$ cat config.mk
export PLATFORM = sky130hd
export DESIGN_NAME = wb_serializer_fifo
export DESIGN_NICKNAME = d
export VERILOG_FILES = /design/src/rtl/wb_serializer_fifo.sv
export SDC_FILE = /design/constraint.sdc
export NUM_CORES = 1
export LEC_CHECK = 0
export BUFFER_PORTS_ARGS = -buffer_cell sky130_fd_sc_hd__buf_4
export CAP_MARGIN = 25
export CORE_MARGIN = 2
export CORE_UTILIZATION = 55
export CTS_CLUSTER_SIZE = 8
export DETAILED_ROUTE_END_ITERATION = 8
export PLACE_DENSITY = 0.81
export RECOVER_POWER = 50
export REMOVE_ABC_BUFFERS = 1
export SYNTH_ARGS = -nofsm -noshare
export SYNTH_HDL_FRONTEND = slang
export SYNTH_SLANG_ARGS = --single-unit
$ cat constraint.sdc
create_clock -name CLK_I -period 3.46 [get_ports CLK_I]
set_input_delay 0.692 -clock CLK_I [delete_from_list [all_inputs] [get_ports CLK_I]]
set_output_delay 0.692 -clock CLK_I [all_outputs]
set_load 0.05 [all_outputs]
$ cat src/rtl/wb_serializer_fifo.sv
`default_nettype none
// +--------------------------------------------------------------------------+
// | wb_serializer_fifo: Wishbone TX FIFO feeding a framed, LSB-first serial  |
// | line (start, payload+k, optional even parity, stop).  Rev 1.0            |
// +--------------------------------------------------------------------------+
module wb_serializer_fifo #(
  parameter int DATA_W    = 8,
  parameter int DEPTH     = 16,
  parameter int CLKDIV    = 4,
  parameter int PARITY_EN = 1
) (
  input  logic        CLK_I,
  input  logic        RST_I,
  input  logic        CYC_I,
  input  logic        STB_I,
  input  logic        WE_I,
  input  logic [31:0] ADR_I,
  input  logic [31:0] DAT_I,
  output logic        ACK_O,
  output logic        ERR_O,
  output logic [31:0] DAT_O,
  output logic        serial_o,
  output logic        ena_o,
  output logic        eot_o,
  output logic        irq_o
);

  localparam int SYM_W = DATA_W + 1;
  localparam int AW    = $clog2(DEPTH);
  localparam int BW    = $clog2(SYM_W);
  localparam int DVW   = $clog2(CLKDIV);

  typedef enum logic [2:0] {
    S_IDLE   = 3'd0,
    S_START  = 3'd1,
    S_DATA   = 3'd2,
    S_PARITY = 3'd3,
    S_STOP   = 3'd4
  } state_t;

  state_t             state_q, state_d;
  logic [DVW-1:0]     div_q, div_d;
  logic [BW-1:0]      bit_q, bit_d;
  logic [SYM_W-1:0]   sym_q, sym_d;

  logic [SYM_W-1:0]   mem_q [DEPTH];
  logic [AW-1:0]      wptr_q, rptr_q;
  logic [AW:0]        count_q;
  logic               enable_q, irq_en_q, ovf_q, irq_q;
  logic [15:0]        kcount_q;

  logic        w_req, w_full, w_empty, w_wr_tx, w_wr_ctrl;
  logic        w_push, w_pop, w_err, w_flush, w_clr_ovf, w_tick, w_eot;
  logic [1:0]  w_adr;
  logic [31:0] w_rdata;
  logic        w_unused;

  // Reset also silences the combinational bus outputs.
  assign w_req     = CYC_I & STB_I & ~RST_I;
  assign w_adr     = ADR_I[3:2];
  assign w_full    = (count_q == (AW+1)'(DEPTH));
  assign w_empty   = (count_q == '0);
  assign w_wr_tx   = w_req & WE_I & (w_adr == 2'd0);
  assign w_wr_ctrl = w_req & WE_I & (w_adr == 2'd2);
  assign w_err     = w_wr_tx & w_full;
  assign w_push    = w_wr_tx & ~w_full;
  assign w_flush   = w_wr_ctrl & DAT_I[1];
  assign w_clr_ovf = w_wr_ctrl & DAT_I[2];
  assign w_tick    = (div_q == DVW'(CLKDIV - 1));
  assign w_unused  = ^{ADR_I[31:4], ADR_I[1:0], DAT_I[31:SYM_W]};

  assign ACK_O = w_req & ~w_err;
  assign ERR_O = w_err;

  always_comb begin
    w_rdata = '0;
    case (w_adr)
      2'd1: begin
        w_rdata[0]    = (state_q != S_IDLE);
        w_rdata[1]    = w_full;
        w_rdata[2]    = w_empty;
        w_rdata[15:8] = 8'(count_q);
        w_rdata[16]   = ovf_q;
      end
      2'd2: begin
        w_rdata[0] = enable_q;
        w_rdata[3] = irq_en_q;
      end
      2'd3:    w_rdata[15:0] = kcount_q;
      default: w_rdata = '0;
    endcase
  end

  assign DAT_O = (w_req & ~WE_I) ? w_rdata : '0;

  always_ff @(posedge CLK_I) begin
    if (w_push) mem_q[wptr_q] <= DAT_I[SYM_W-1:0];
  end

  always_ff @(posedge CLK_I or posedge RST_I) begin
    if (RST_I) begin
      wptr_q  <= '0;
      rptr_q  <= '0;
      count_q <= '0;
    end else if (w_flush) begin
      wptr_q  <= '0;
      rptr_q  <= '0;
      count_q <= '0;
    end else begin
      if (w_push) wptr_q <= wptr_q + AW'(1);
      if (w_pop)  rptr_q <= rptr_q + AW'(1);
      count_q <= count_q + (AW+1)'(w_push) - (AW+1)'(w_pop);
    end
  end

  always_ff @(posedge CLK_I or posedge RST_I) begin
    if (RST_I) begin
      enable_q <= 1'b0;
      irq_en_q <= 1'b0;
      ovf_q    <= 1'b0;
      irq_q    <= 1'b0;
      kcount_q <= '0;
    end else begin
      if (w_wr_ctrl) begin
        enable_q <= DAT_I[0];
        irq_en_q <= DAT_I[3];
      end
      if (w_err)          ovf_q <= 1'b1;
      else if (w_clr_ovf) ovf_q <= 1'b0;
      irq_q <= irq_en_q & w_empty & (state_q == S_IDLE);
      if (w_eot & sym_q[SYM_W-1]) kcount_q <= kcount_q + 16'd1;
    end
  end

  always_ff @(posedge CLK_I or posedge RST_I) begin
    if (RST_I) begin
      state_q <= S_IDLE;
      div_q   <= '0;
      bit_q   <= '0;
      sym_q   <= '0;
    end else begin
      state_q <= state_d;
      div_q   <= div_d;
      bit_q   <= bit_d;
      sym_q   <= sym_d;
    end
  end

  always_comb begin
    state_d = state_q;
    div_d   = div_q;
    bit_d   = bit_q;
    sym_d   = sym_q;
    w_pop   = 1'b0;
    w_eot   = 1'b0;
    if (state_q == S_IDLE) begin
      // A flush in this cycle wins over starting a new frame.
      if (enable_q & ~w_empty & ~w_flush) begin
        w_pop   = 1'b1;
        sym_d   = mem_q[rptr_q];
        div_d   = '0;
        state_d = S_START;
      end
    end else begin
      div_d = w_tick ? '0 : div_q + DVW'(1);
      case (state_q)
        S_START: if (w_tick) begin
          state_d = S_DATA;
          bit_d   = '0;
        end
        S_DATA: if (w_tick) begin
          if (bit_q == BW'(SYM_W - 1))
            state_d = (PARITY_EN != 0) ? S_PARITY : S_STOP;
          else
            bit_d = bit_q + BW'(1);
        end
        S_PARITY: if (w_tick) state_d = S_STOP;
        S_STOP: if (w_tick) begin
          w_eot   = 1'b1;
          state_d = S_IDLE;
        end
        default: state_d = S_IDLE;
      endcase
    end
  end

  always_comb begin
    serial_o = 1'b0;
    case (state_q)
      S_START:  serial_o = 1'b1;
      S_DATA:   serial_o = sym_q[bit_q];
      S_PARITY: serial_o = ^sym_q;
      default:  serial_o = 1'b0;
    endcase
  end

  assign ena_o = (state_q != S_IDLE);
  assign eot_o = w_eot;
  assign irq_o = irq_q;

endmodule
`default_nettype wire

==> results_dict.tcl, run 1 <==
set metrics [dict create \
    io_buffers 38 \
    intPower_w 0.00446 \
    p_clk_frac 0.303 \
    drt_iter0_markers 370 \
    cp_slowest_stage_delay_ns 0.51 \
    seqPwrFrac 0.449 \
    r2r_start "count_q[2]" \
    critPathLaunch "count_q[2]" \
    drc 0 \
    diodes 0 \
    final.setup_skew_ns 0.00933 \
    start_util 0.568 \
    clock_latency_ns 0.43 \
    path_cells "inv_1 > ha_1 > or4b_4 > o211ai_2 > nor2_2 > ha_1 > inv_1 > ha_1 > inv_1 > fa_1 > nor2b_1 > o21bai_1 > a21oi_1 > nor3b_1" \
    grt_use_met2 0.352 \
    met1_usage 0.284 \
    power.switching_w 0.00183 \
    cp.depth 14 \
    synth_area_leaders "edfxtp_1 (50%), dfrtp_1 (15%), mux4_2 (9.8%)" \
    root_buffer "clkbuf_16" \
    synthFlopType "edfxtp_1" \
    yosysMostFrequentCell "edfxtp_1" \
    htreeDepth 4 \
    crit_fanout 11 \
    row_count 45 \
    crit_type "flop to flop" \
    worst_path_max_delay_cell "nor2_2" \
    worst-slew-pin-transition_ns 0.882 \
    drv_cap 0 \
    swShare 0.291 \
    cts_resized 0 \
    fmax_mhz 313 \
    rsz0062_at_grt "false" \
    final_hold_viol_count 0 \
    use_met3 0.0488 \
    setup_viol 0 \
    period_share 0.924 \
    worstPathArrival_ns 3.47 \
    cts_sinks 195 \
    wl_um 16600 \
    yosysSeqAreaShare 0.643 \
    synth-edff-count 144 \
    clockBufferDepth 2 \
    grt_pass1_vias 4834 \
    syn_inst 563 \
    grt_pass1_wl_um 26500 \
    startpoint_type "flop" \
    grt_max_degree 43 \
    timing.final.crit_period_ns 3.20 \
    track_usage 0.212 \
    fp.coreArea_mm2 0.0153 \
    ir_worst_vdd_uv 426 \
    yosys-top-cells-count "edfxtp_1 (144), dfrtp_1 (51), mux4_2 (38), nor2_1 (25), nand2_1 (24)" \
    stdcell_count 834 \
    combPwrFrac 0.248 \
    syn_avg_cell_area_um2 15.5 \
    path_delay_family "adder cells" \
    finalNetCount 695 \
    worst_hold_slack_ns 0.274 \
    cts_setup_buffers 0 \
    synthArstFlopShare 0.262 \
    cts_tree "built" \
    ys_types 63 \
    yosys_warnings 0 \
    yosysTopAreaCell "edfxtp_1" \
    place_hpwl_um 10800 \
    drv_slew 0 \
    power.leakage_nw 3.57 \
    cts-hold-fix-buffers 0 \
    r2r.worst_path.cells 14 \
    gr-max-usage-layer "met2" \
    die_area_mm2 0.0169 \
    viasPerCell 5.83 \
    wl_per_cell_um 19.9 \
    die_y_um 130 \
    antenna_left 0 \
    status "complete, no violations" \
    clkTransAtPathRegs_ns 0.07 \
    critPathBufInv 3 \
    grt_overflow 0 \
    regToRegSetupSlack_ns 0.26 \
    vias 4859 \
    antenna_found_initial 0 \
    multi_input_area_mm2 0.00283 \
    gp_congestion 0.842 \
    regArea_mm2 0.00560 \
    layout-drive-gt1-share 0.225 \
    drtPass1Iterations 5 \
    ys_ff_latch 195 \
    power_density_mw_per_mm2 645 \
    syn_area_mm2 0.00871 \
    dp.cells 802 \
    cts_made_buffers 17 \
    pin_count 107 \
    hold_path_class "primary input to async pin" \
    required_ns 3.73 \
    die_w_um 130 \
    end_kind "flop" \
    netlist.area_leader.share 0.497 \
    cp-endpoint "count_q[4]" \
    filler_cell_count 1064 \
    syn2layout_area_growth_pct 12.1 \
    timing.rr.end "count_q[4]" \
    slew_headroom 0.410 \
]
[metal layers]
metal | vias up | share of wire
li1 | 2218 | -
met4 | 0 | 0.0081
met2 | 182 | 0.51
met3 | 13 | 0.057
met1 | 2446 | 0.43
met5 | - | 0
[how the worst min path moves through the flow]
stage	from	slack [ns]	cells after the start	end
2_1_floorplan	kcount_q[15]	0.43	1	kcount_q[15]
3_3_place_gp	kcount_q[15]	0.45	1	kcount_q[15]
3_5_place_dp	kcount_q[15]	0.46	1	kcount_q[15]
4_1_cts	RST_I	0.18	2	count_q[0]
5_1_grt	RST_I	0.30	2	wptr_q[0]
6_report	RST_I	0.27	2	count_q[1]
[kinds of logic after synthesis]
kind of cell	synth area share
simple gates	0.0926
flops	0.643
buf+inv	0.0384
compound gates	0.0451
mux	0.129
xor+xnor	0.0275
fa+ha+maj	0.0239
other cells	0.000431
[power groups by stage]
stage	Combinational, W	Clock (W)	Sequential, W
after floorplan	0.00111	0	0.00294
after global placement	0.00151	0	0.00286
after detailed placement	0.00156	0	0.00287
after CTS	0.00158	0.00193	0.00283
after global routing	0.00172	0.00202	0.00285
final	0.00156	0.00190	0.00282
[cells in the final DEF (no fill, tap or decap), drive strengths merged, types with 14 or more instances in the layout]
cell and count:
a21oi 15, a22oi 17, buf 44, clkbuf 30, conb 15, dfrtp 51, edfxtp 144, ha 15
inv 29, mux4 38, nand2 24, nand3 17, nor2 26, xnor2 14
[per-stage QoR]
stage	setup WS [ns]	total power (W)	setup TNS [ns]	cell area (um2)	utilization
after floorplan	-0.644	0.00406	-0.644	8520	-
after global placement	0.232	0.00437	0	9210	0.602
after detailed placement	0.142	0.00443	0	9230	0.603
after CTS	0.243	0.00634	0	9810	0.641
after global routing	0.0567	0.00658	0	9760	0.637
final	0.263	0.00629	0	9760	0.637
[sequential cells by signal, summed over array words and instances (netlist names)]
signal    count
ovf_q         1
irq_en_q      1
count_q       5
irq_o         1
rptr_q        4
div_q         2
state_q       3
enable_q      1
wptr_q        4
sym_q         9
bit_q         4
kcount_q     16
mem_q       144
[area by class of cell]
cell class / count / area share
sequential: 195 / 0.574
multi-input combinational: 316 / 0.290
clock buffer: 19 / 0.0444
timing repair buffer: 55 / 0.0398
tap: 211 / 0.0271
clock inverter: 13 / 0.0150
inverter: 25 / 0.00962
Note: power is estimated with default switching activity, not from simulation.
==> run 2, diff against run 1 <==
--- a/config.mk
+++ b/config.mk
@@ -9,6 +9,7 @@
 export CAP_MARGIN = 25
 export CORE_MARGIN = 2
 export CORE_UTILIZATION = 55
+export CTS_BUF_LIST = sky130_fd_sc_hd__clkbuf_8
 export CTS_CLUSTER_SIZE = 8
 export DETAILED_ROUTE_END_ITERATION = 8
 export PLACE_DENSITY = 0.81
==> run 2 against run 1 <==
Sequential cell count is the same. Maximum frequency decreased by 0.52%. Sequential power hardly changed. Cell area shrank 2.1%. Sequential share of layout area grew 1.2 points. Wire length fell by 1.4%. Worst hold slack got worse by 0.076 ns. The run now ends with max-capacitance violations, max-slew violations left. Die area did not move. Clock power down 25%. Total power decreased by 7.9%. Register-to-register slack got worse by 0.02 ns. Global-route usage shrank 0.40 points.
==> results_dict.tcl, run 2 (synthesis gave the netlist of run 1 again) <==
set metrics [dict create \
    cts-hold-fix-buffers 0 \
    status "finished, violations left" \
    grt_pass1_vias 4897 \
    power.leakage_nw 3.48 \
    required_ns 3.77 \
    pin_count 107 \
    die_area_mm2 0.0169 \
    vias 4826 \
    timing.final.crit_period_ns 3.21 \
    crit_fanout 11 \
    drv_slew 43 \
    antenna_found_initial 0 \
    worst_path_max_delay_cell "nor2_2" \
    row_count 45 \
    slew_headroom -0.490 \
    violations "max-capacitance violations, max-slew violations" \
    antenna_left 0 \
    diodes 0 \
    final.setup_skew_ns 0.0144 \
    cts_setup_buffers 0 \
    syn2layout_area_growth_pct 9.69 \
    viasPerCell 5.79 \
    htreeDepth 4 \
    final_hold_viol_count 0 \
    drt_iter0_markers 401 \
    gp_congestion 0.842 \
    cts_sinks 195 \
    p_clk_frac 0.245 \
    drv_cap 1 \
    cp_slowest_stage_delay_ns 0.52 \
    critPathLaunch "count_q[2]" \
    fin_util 0.624 \
    cts_tree "built" \
    combPwrFrac 0.268 \
    end_kind "flop" \
    wl_per_cell_um 19.6 \
    r2r_start "count_q[2]" \
    intPower_w 0.00402 \
    regMostFlops "mem_q" \
    dp.cells 802 \
    worst-slew-pin-transition_ns 2.24 \
    crit_type "flop to flop" \
    grt_pass1_wl_um 26000 \
    path_cells "inv_1 > ha_1 > or4b_4 > o211ai_2 > nor2_2 > ha_1 > inv_1 > ha_1 > inv_1 > fa_1 > nor2b_1 > o21bai_1 > a21oi_1 > nor3b_1" \
    startpoint_type "flop" \
    final_cell_mix "edfxtp_1 (144), dfrtp_1 (50), buf_4 (43)" \
    grt_max_degree 43 \
    power_density_mw_per_mm2 607 \
    fmax_mhz 311 \
    worst_hold_slack_ns 0.198 \
    final_common_cell "edfxtp_1" \
    rsz0062_at_grt "false" \
    clkTransAtPathRegs_ns 0.10 \
    swShare 0.306 \
    track_usage 0.208 \
    drc 0 \
    top_regs "mem_q (144), kcount_q (16), sym_q (9)" \
    largest_reg_flops 144 \
    io_buffers 38 \
    cts_made_buffers 17 \
    ir_worst_vdd_uv 426 \
    stdcell_count 834 \
    place_hpwl_um 10800 \
    hold_path_class "primary input to async pin" \
    clockBufferDepth 2 \
    seqPwrFrac 0.487 \
    die_y_um 130 \
    drtPass1Iterations 5 \
    filler_cell_count 1092 \
    setup_viol 0 \
    grt_overflow 0 \
    period_share 0.929 \
    finalNetCount 695 \
    clock_latency_ns 0.47 \
    layout-drive-gt1-share 0.223 \
    worstPathArrival_ns 3.53 \
    power.switching_w 0.00177 \
    root_buffer "clkbuf_8" \
    wl_um 16400 \
    die_w_um 130 \
    timing.setup.tns_ns 0 \
    cts_resized 0 \
    fp.coreArea_mm2 0.0153 \
    start_util 0.568 \
]
==> run 2: routing by layer <==
metal	wire length, um	up-vias	GRT usage
li1	-	2204	-
met1	6970	2463	0.274
met2	8450	142	0.345
met3	781	17	0.0451
met4	167	0	0.0734
met5	0	-	0
==> run 2: area by class of cell <==
cell class	instances	area, um2	share of cell area
Clock inverter	15	154	0.0161
Clock buffer	17	234	0.0245
Tap cell	211	264	0.0276
Multi-Input combinational cell	316	2830	0.296
Sequential cell	195	5600	0.587
Inverter	25	93.8	0.00983
Timing Repair Buffer	55	372	0.0389
==> run 2: critical path, delay by kind of cell, from the launching register on <==
kind	cells	cell delay (ns)
adders and majority gates	4	1.10
and+or+nand+nor	4	0.99
DFF	1	0.41
AOI/OAI and AO/OA	3	0.36
buffers and inverters	3	0.19
==> run 2: power groups by stage <==
stage                     Clock, W  Combinational, W  Sequential [W]
after global routing       0.00153           0.00170         0.00285
after global placement           0           0.00151         0.00286
after detailed placement         0           0.00156         0.00287
after floorplan                  0           0.00111         0.00294
after CTS                  0.00145           0.00158         0.00282
final                      0.00142           0.00156         0.00282
==> run 2: worst paths after layout <==
check | end | slack, ns | depth (start not counted)
max | count_q[4] | 0.25 | 14
min | count_q[1] | 0.20 | 2
min reg2reg | kcount_q[15] | 0.48 | 1
max reg2reg | count_q[4] | 0.25 | 14
max in group asynchronous | rptr_q[0] | 0.71 | 3
min in group CLK_I | kcount_q[15] | 0.48 | 1
==> run 2: through the flow <==
stage | cell area, um2 | setup WS [ns] | total power (W)
finish | 9550 | 0.246 | 0.00580
global route | 9550 | 0.0694 | 0.00608
CTS | 9620 | 0.245 | 0.00585
detailed placement | 9230 | 0.142 | 0.00443
global placement | 9210 | 0.232 | 0.00437
floorplan | 8520 | -0.644 | 0.00406
==> run 3, diff against run 2 <==
--- a/config.mk
+++ b/config.mk
@@ -5,6 +5,7 @@
 export SDC_FILE = /design/constraint.sdc
 export NUM_CORES = 1
 export LEC_CHECK = 0
+export ABC_AREA = 1
 export BUFFER_PORTS_ARGS = -buffer_cell sky130_fd_sc_hd__buf_4
 export CAP_MARGIN = 25
 export CORE_MARGIN = 2
==> constraint.sdc (replaced) <==
create_clock -name CLK_I -period 3.5 [get_ports CLK_I]
set_input_delay 0.7 -clock CLK_I [delete_from_list [all_inputs] [get_ports CLK_I]]
set_output_delay 0.7 -clock CLK_I [all_outputs]
set_load 0.05 [all_outputs]
==> run 3 against run 2 <==
The run now ends clean. Sequential power is essentially flat. Die area grew 5.0%. Register-to-register slack gained 0.21 ns. Clock-buffer cell count is the same. Wire length grew 19%.
==> results_dict.tcl, run 3 <==
set metrics [dict create \
    status "complete, no violations" \
    grt_overflow 0 \
    drc 0 \
    synth_area_leaders "edfxtp_1 (47%), dfrtp_1 (14%), nand2_1 (6.8%)" \
    final_cell_mix "nand2_1 (168), nor2_1 (157), edfxtp_1 (144)" \
    fin_ws_ns 0.453 \
    worstHoldPathCells 1 \
    synth-edff-count 144 \
    regMostFlops "mem_q" \
    drv_cap 0 \
    synthFlopType "edfxtp_1" \
    clkTransAtPathRegs_ns 0.09 \
    layout-drive-gt1-share 0.105 \
    worstPathArrival_ns 3.45 \
    finalNetCount 1065 \
    power.switching_w 0.00284 \
    swShare 0.402 \
    path_cells "inv_1 > ha_1 > nand4_1 > nand2_1 > inv_1 > nand2_1 > nor2_4 > ha_1 > inv_1 > ha_1 > inv_1 > fa_1 > inv_1 > a21oi_1 > o21ai_0 > o21ai_0 > a21oi_1" \
    syn_inst 929 \
    cts_setup_buffers 0 \
    post-place-ws_ns 0.264 \
    syn_area_mm2 0.00915 \
    fmax_mhz 328 \
    die_y_um 133 \
    holdPathEnd "div_q[0]" \
    slew_headroom 0.122 \
    syn_avg_cell_area_um2 9.85 \
    p_clk_frac 0.218 \
    root_buffer "clkbuf_8" \
    grt_max_degree 82 \
    startpoint_type "flop" \
    end_kind "flop" \
    power.leakage_nw 4.10 \
    track_usage 0.227 \
    regToRegSetupSlack_ns 0.45 \
    synthArstFlopShare 0.262 \
    cts_resized 0 \
    crit_fanout 16 \
    worst_path_max_delay_cell "dfrtp_1" \
    drt_iter0_markers 779 \
    diodes 0 \
    drv_slew 0 \
    worst-slew-pin-transition_ns 1.32 \
    drtPass1Iterations 5 \
    period_share 0.871 \
    r2r.worst_path.cells 17 \
    viasPerCell 5.50 \
    final_hold_viol_count 0 \
    finalPower_w 0.00706 \
    cts_tree "built" \
    r2r_start "count_q[2]" \
    top_regs "mem_q (144), kcount_q (16), sym_q (9)" \
    die_w_um 133 \
    yosysSeqAreaShare 0.612 \
    grt_pass1_vias 6180 \
    wl_um 19500 \
    pin_count 107 \
    yosysTopAreaCell "edfxtp_1" \
    die_area_mm2 0.0177 \
    yosysMostFrequentCell "nand2_1" \
    path_common_cell "inv_1" \
    timing.rr.end "count_q[4]" \
    clock_latency_ns 0.48 \
    power_density_mw_per_mm2 702 \
    hp-start "div_q[0]" \
    hold_path_class "flop to flop" \
    cts_sinks 195 \
    combPwrFrac 0.378 \
    wl_per_cell_um 16.1 \
    final.setup_skew_ns 0.0155 \
    cp_slowest_stage_delay_ns 0.35 \
    vias 6660 \
    cts-hold-fix-buffers 0 \
    seqPwrFrac 0.403 \
    io_buffers 38 \
    cts_made_buffers 17 \
    path_delay_family "adder cells" \
    setup_viol 0 \
    start_util 0.558 \
    syn2layout_area_growth_pct 9.80 \
    antenna_found_initial 0 \
    critPathBufInv 5 \
    fp.coreArea_mm2 0.0164 \
    required_ns 3.90 \
    netlist.area_leader.share 0.472 \
    yosys-top-cells-count "nand2_1 (166), nor2_1 (153), edfxtp_1 (144), inv_1 (81), o21ai_0 (78)" \
    final_common_cell "nand2_1" \
    largest_reg_flops 144 \
    crit_type "flop to flop" \
    intPower_w 0.00422 \
    ys_ff_latch 195 \
    timing.final.crit_period_ns 3.05 \
    antenna_left 0 \
    yosys_warnings 0 \
    grt_pass1_wl_um 30800 \
    rsz0062_at_grt "false" \
    place_hpwl_um 12400 \
    ir_worst_vdd_uv 330 \
    ys_types 41 \
    clockBufferDepth 2 \
    htreeDepth 4 \
    gp_congestion 0.848 \
    row_count 47 \
]
## run 3: cell types whose count changed in the layout (fill, tap and decap cells not counted), sizes merged, moves of 12 or more
cell | before | now
a22oi | 17 | 1
inv | 31 | 95
mux2 | 13 | 1
mux2i | 12 | 0
mux4 | 38 | 0
nand2 | 24 | 170
nand3 | 17 | 79
nor2 | 26 | 161
o211ai | 1 | 18
o21ai | 13 | 82
xnor2 | 14 | 1
## run 3: logic make-up after synthesis
logic type / Yosys count / synth area share
and+or+nand+nor: 441 / 0.208
DFF: 195 / 0.612
buffers and inverters: 136 / 0.0659
AOI/OAI and AO/OA: 125 / 0.0767
adders and majority gates: 16 / 0.0227
xor gates and xnor gates: 14 / 0.0134
other: 1 / 0.000410
muxes: 1 / 0.00123
## run 3: worst max path at each step
stage,from,endpoint,depth (start not counted),slack [ns]
CTS,count_q[2],count_q[4],17,0.46
global route,count_q[2],count_q[4],17,0.10
floorplan,RST_I,DAT_O[13],5,-0.93
finish,count_q[2],count_q[4],17,0.45
global placement,RST_I,count_q[4],17,0.34
detailed placement,RST_I,count_q[4],17,0.26
## run 3: worst register-to-register path: stages, from the launching register on
cell	delay, ns
dfrtp_1	0.35
inv_1	0.08
ha_1	0.22
nand4_1	0.17
nand2_1	0.08
inv_1	0.08
nand2_1	0.12
nor2_4	0.34
ha_1	0.31
inv_1	0.06
ha_1	0.16
inv_1	0.06
fa_1	0.35
inv_1	0.09
a21oi_1	0.06
o21ai_0	0.22
o21ai_0	0.12
a21oi_1	0.12
## run 3: power by group through the flow
stage	Combinational, W	Clock [W]	Sequential [W]
after global routing	0.00297	0.00165	0.00288
final	0.00267	0.00154	0.00285
after detailed placement	0.00260	0	0.00290
after floorplan	0.00173	0	0.00297
after global placement	0.00252	0	0.00289
after CTS	0.00263	0.00156	0.00285
## run 3: area by class of cell
cell class / count / area [um2]
Clock inverter: 14 / 189
Fill cell: 1278 / 6360
Sequential cell: 195 / 5600
Multi-Input combinational cell: 612 / 2960
Timing Repair Buffer: 64 / 457
Tap cell: 220 / 275
Inverter: 90 / 338
Clock buffer: 17 / 234
## run 3: stage by stage
| step | hold slack [ns] | TNS (ns) | cells | cell area [um2] | utilization |
|---|---|---|---|---|---|
| floorplan | 0.452 | -21.01 | 897 | 8940 | - |
| CTS | 0.427 | 0 | 1211 | 10100 | 0.616 |
| global placement | 0.465 | 0 | 1180 | 9690 | 0.591 |
| detailed placement | 0.479 | 0 | 1180 | 9690 | 0.591 |
| global route | 0.512 | 0 | 1212 | 10100 | 0.613 |
| finish | 0.491 | 0 | 1212 | 10100 | 0.613 |
## run 3: per-layer routing
metal	vias to the layer above	wire length, um	share of wire	track usage
li1	3196	-	-	-
met1	3146	7980	0.41	0.296
met2	273	9640	0.49	0.378
met3	45	1270	0.065	0.0322
met4	0	600	0.031	0.106
met5	-	0	0	0
